$ cat config.mk
export PLATFORM = sky130hd
export DESIGN_NAME = sdr_toggle_arbiter
export DESIGN_NICKNAME = d
export VERILOG_FILES = /design/src/rtl/sdr_arb_pkg.sv /design/src/rtl/sdr_toggle_arbiter_rr_grant.sv /design/src/rtl/sdr_toggle_arbiter.sv
export SDC_FILE = /design/constraint.sdc
export NUM_CORES = 1
export LEC_CHECK = 0
export ABC_AREA = 1
export CORE_ASPECT_RATIO = 1.4
export CORE_UTILIZATION = 40
export CTS_CLUSTER_DIAMETER = 200
export DETAILED_ROUTE_END_ITERATION = 6
export GPL_ROUTABILITY_DRIVEN = 0
export PLACE_DENSITY_LB_ADDON = 0.08
export SLEW_MARGIN = 20
export SYNTH_ARGS = -nofsm -noshare
export SYNTH_HDL_FRONTEND = slang
export SYNTH_SLANG_ARGS = --single-unit
$ cat constraint.sdc
create_clock -name clk -period 1.9 [get_ports clk]
set_input_delay 0.475 -clock clk [delete_from_list [all_inputs] [get_ports clk]]
set_output_delay 0.475 -clock clk [all_outputs]
set_load 0.01 [all_outputs]
$ cat src/rtl/sdr_arb_pkg.sv
// sdr_arb_pkg: shared types, widths and helpers for the SDRAM toggle arbiters
package sdr_arb_pkg;
  typedef enum logic {ST_IDLE, ST_ISSUE} arb_state_t;
  localparam int SDR_DATA_W = 16;
  function automatic int idx_w(input int n);
    return (n > 1) ? $clog2(n) : 1;
  endfunction
endpackage

$ cat src/rtl/sdr_toggle_arbiter_rr_grant.sv
// rr_grant: combinational round-robin picker, first pending client after last_grant wins
module rr_grant #(
  parameter int NUM_CLIENTS = 4,
  parameter int IW = sdr_arb_pkg::idx_w(NUM_CLIENTS)
) (
  input  logic [NUM_CLIENTS-1:0] pending,
  input  logic [IW-1:0]          last_grant,
  output logic [IW-1:0]          grant,
  output logic                   grant_valid
);
  logic [IW-1:0] c;
  always_comb begin
    grant = '0;
    c = '0;
    grant_valid = |pending;
    // Scan farthest-first so the nearest pending client after last_grant overwrites the rest
    for (int k = NUM_CLIENTS; k >= 1; k--) begin
      c = IW'((int'(last_grant) + k) % NUM_CLIENTS);
      if (pending[c]) grant = c;
    end
  end
endmodule

$ cat src/rtl/sdr_toggle_arbiter.sv
// sdr_toggle_arbiter: round-robin arbiter from toggle-handshake ROM clients to one SDRAM read port
module sdr_toggle_arbiter
  import sdr_arb_pkg::*;
#(
  parameter int NUM_CLIENTS = 4,
  parameter int ADDR_W = 27
) (
  input  logic                              clk,
  input  logic                              RESn,
  input  logic [NUM_CLIENTS-1:0]            cl_req,
  input  logic [NUM_CLIENTS*ADDR_W-1:0]     cl_addr,
  output logic [NUM_CLIENTS-1:0]            cl_ack,
  output logic [NUM_CLIENTS*SDR_DATA_W-1:0] cl_data,
  output logic                              ctrl_req,
  output logic [ADDR_W-1:0]                 ctrl_addr,
  input  logic                              ctrl_ack,
  input  logic [SDR_DATA_W-1:0]             ctrl_q,
  output logic                              busy
);
  localparam int IW = idx_w(NUM_CLIENTS);
  arb_state_t state;
  logic [IW-1:0] last_grant, cur, grant;
  logic grant_valid;
  logic [ADDR_W-1:0] sel_addr;
  assign sel_addr = cl_addr[int'(grant)*ADDR_W +: ADDR_W];
  rr_grant #(.NUM_CLIENTS(NUM_CLIENTS), .IW(IW)) u_rr (
    .pending(cl_req ^ cl_ack),
    .last_grant(last_grant),
    .grant(grant),
    .grant_valid(grant_valid)
  );
  // A stray ctrl_ack while idle (e.g. left over from before reset) is dropped
  always_ff @(posedge clk or negedge RESn) begin
    if (!RESn) begin
      state      <= ST_IDLE;
      ctrl_req   <= 1'b0;
      ctrl_addr  <= '0;
      cl_ack     <= '0;
      cl_data    <= '0;
      busy       <= 1'b0;
      last_grant <= IW'(NUM_CLIENTS - 1);
      cur        <= '0;
    end else if (state == ST_IDLE) begin
      if (grant_valid) begin
        state      <= ST_ISSUE;
        cur        <= grant;
        last_grant <= grant;
        ctrl_addr  <= sel_addr & ~ADDR_W'(1);
        ctrl_req   <= 1'b1;
        busy       <= 1'b1;
      end
    end else if (ctrl_ack) begin
      cl_data[int'(cur)*SDR_DATA_W +: SDR_DATA_W] <= ctrl_q;
      cl_ack[cur] <= ~cl_ack[cur];
      ctrl_req    <= 1'b0;
      busy        <= 1'b0;
      state       <= ST_IDLE;
    end
  end
endmodule

==> results.md <==
* Total Power at 18300 uW
* Final setup violation count at 29
* Final hold vios at 0
* RR Startpoint: last_grant[0]
* # hold bufs at CTS at 0
* P&R area growth vs syn at 62.0%
* # placed instances at 1223
* Worst Hold Slack at 0.0280 ns
* Primary FF master, synth: dfrtp_1
* Vias at 6231
* Area after detailed placement at 8440 um^2
* IO Pins at 228
* # rows at 51
* Worst-skew pair later-pin latency at 0.34 ns
* Syn nets at 948
* DRC errors left at 0
* Pwr/cell area at 1990 nW/um^2
* Avg Synthesized Cell Area at 7.03 um^2
* Critical Path Fanout Max at 6
* Starting Density at 40.9%
* Clock period minus final worst setup slack at 2.11 ns
* Register area share after synthesis at 44.0%
* FFs w/ async S/R, synth at 100%
* Pin count of the biggest net entering global routing at 53
* Violated checks: setup timing
* Leakage power at 0.00473 uW
* CP Capture Type: flop
* Worst R2R End: ctrl_addr[21]
* Global Route Usage Sum at 25.6%
* Number of max-cap violations at 0
* Share of layout cells above drive strength 1 at 14.6%
* Fmax at 474 MHz
* HP Class: input port to async pin
* Setup repair after global routing missed its margin: yes
* Synth unique cells at 28
* Clk root buf: clkbuf_16
* Cts bufs inserted at 9
* Total iterations of the first detailed-routing run at 4
* Vias in the first global route at 5594
* Slew at the pin with the worst max-slew slack at 0.548 ns
* Skew final at 0.00806 ns
* Port-buffer cells at 222
* Number of flops mapped to enable cells by yosys at 0
* DIE AREA at 14700 um^2
* Synth Warn # at 0
* Fillers at 1310
* Part of the cycle the worst path needs at 111%
* Max clock buf depth at 2
* Core area at 13900 um^2
* Clock sinks at 100
* Mapped Area at 5690 um^2
* CP startpoint: cl_req[3]
* Vias per std cell at 4.97
* Reg2reg setup slack at -0.16 ns
* Status: finished with violations
* CTS clk-pin slew, worst paths at 0.07 ns
* Total gr overflow at 0
* CP arrival at 2.34 ns
* VDD IR max at 1.12 mV
* Area of all placed cells without fillers at 9220 um^2
* DRT Wirelength at 20500 um
* Slew margin rel. at 63.4%
* CP Class: input port to flop
* Antenna Nets Post-Route at 0
* Chip width at 103 um
* Initial antenna violation count at 0
* Worst setup path endpoint: ctrl_addr[21]
* Avg WL per Cell at 16.4 um
* First-iteration detailed-routing DRC count at 210
* Most frequent cells in the layout: nand2_1, clkdlybuf4s50_1, inv_1, nand3_1, dfrtp_1
* Final max-slew violation count at 0
* Final WS setup at -0.208 ns
* Die height at 143 um
* Placed wire-length estimate at 14000 um
* Final Non-Filler Cells at 1253
* R2R cell count at 16
* Req. time, crit path at 2.14 ns
* Startpoint Class: input port
* Synth Instances at 810
* H-tree depth at 3
* Commonest non-fill, non-tap cell in the layout: nand2_1
* Diodes inserted at 0
* Yosys reg bits at 100
* Layout Nets at 1201
* First-pass GRT wire length at 28900 um
* CTS tree: done
[per-layer routing]
layer,wire (um),vias up,GRT usage (%)
met5,0,-,0
met4,477,0,7.64
met3,1820,34,7.24
met2,10500,247,45.3
met1,7710,2888,29.4
li1,-,3062,-
[how the worst min path moves through the flow]
stage / end
finish: ctrl_addr[7]
global route: ctrl_addr[7]
CTS: ctrl_addr[7]
detailed placement: ctrl_addr[7]
global placement: ctrl_addr[7]
floorplan: busy
[sequential cells by signal (all words and copies together) (netlist names)]
name,count
cl_ack,4
cur,2
cl_data,64
state,1
busy,1
last_grant,2
ctrl_addr,26
[cell families (layout without fill, tap and decap cells)]
logic type                 Yosys count  in the layout  share of synthesized area, %
AOI/OAI and AO/OA                   94             94                          8.62
and+or+nand+nor                    431            432                          33.1
adders and majority gates            7              7                          1.54
buffers and inverters              175            432                          12.2
muxes                                2              2                         0.396
other                                1              1                        0.0659
DFF                                100            100                          44.0
[worst max-delay path: stages]
cell             delay (ns)
clkdlybuf4s50_1        0.48
nand2_1                0.10
nand3_2                0.11
nand2_2                0.08
a21oi_4                0.19
nand2_4                0.09
nand2_4                0.09
nand2_8                0.10
nand2_4                0.17
clkbuf_16              0.17
nand2_1                0.05
nand3_1                0.06
nand2_1                0.06
nand2_1                0.06
nand2_1                0.05
[per-stage QoR]
| stage | setup TNS, ns | setup slack [ns] | util (%) |
|---|---|---|---|
| floorplan | -0.0943 | -0.00943 | - |
| global placement | -11.63 | -0.427 | 60.7 |
| detailed placement | -12.62 | -0.458 | 60.7 |
| CTS | -1.44 | -0.0767 | 62.8 |
| global route | -6.45 | -0.270 | 66.3 |
| finish | -4.40 | -0.208 | 66.3 |
[where the power goes]
part | leakage [uW] | internal [uW] | switching (uW)
Clock | 0.000143 | 952 | 890
Sequential | 0.00131 | 3120 | 590
Combinational | 0.00328 | 6060 | 6710
[synth_stat cells, types with 2 or more instances]
| cell | instances | area share, % |
|---|---|---|
| mux2_2 | 2 | 0.40 |
| clkinv_1 | 4 | 0.26 |
| nand4_1 | 19 | 2.1 |
| ha_1 | 7 | 1.5 |
| inv_2 | 4 | 0.26 |
| nand2_1 | 259 | 17 |
| o21ai_0 | 86 | 7.6 |
| nand2_2 | 2 | 0.22 |
| dfstp_2 | 2 | 0.92 |
| buf_4 | 4 | 0.53 |
| nor2_1 | 13 | 0.86 |
| clkbuf_1 | 18 | 1.2 |
| inv_1 | 124 | 8.2 |
| dfrtp_1 | 98 | 43 |
| nand3_2 | 3 | 0.53 |
| buf_2 | 20 | 1.8 |
| a21oi_1 | 4 | 0.35 |
| nand2_4 | 2 | 0.40 |
| nand3_1 | 130 | 11 |
[layout make-up]
class	instances	area (um^2)	share of cell area [%]
clock buffer	10	239	2.59
inverter	132	500	5.43
sequential	100	2510	27.2
tap	185	231	2.51
timing repair buffer	284	2970	32.2
clock inverter	6	56.3	0.610
multi-input combinational	536	2720	29.5
[repair_timing]
item                                    CTS  global route
buffers inserted                          0             3
endpoints found under the setup margin   26            43
pin swaps                                 0            23
gates resized for setup                   4            71
cloned                                    0            11
Power figures use the tool's default switching activity.
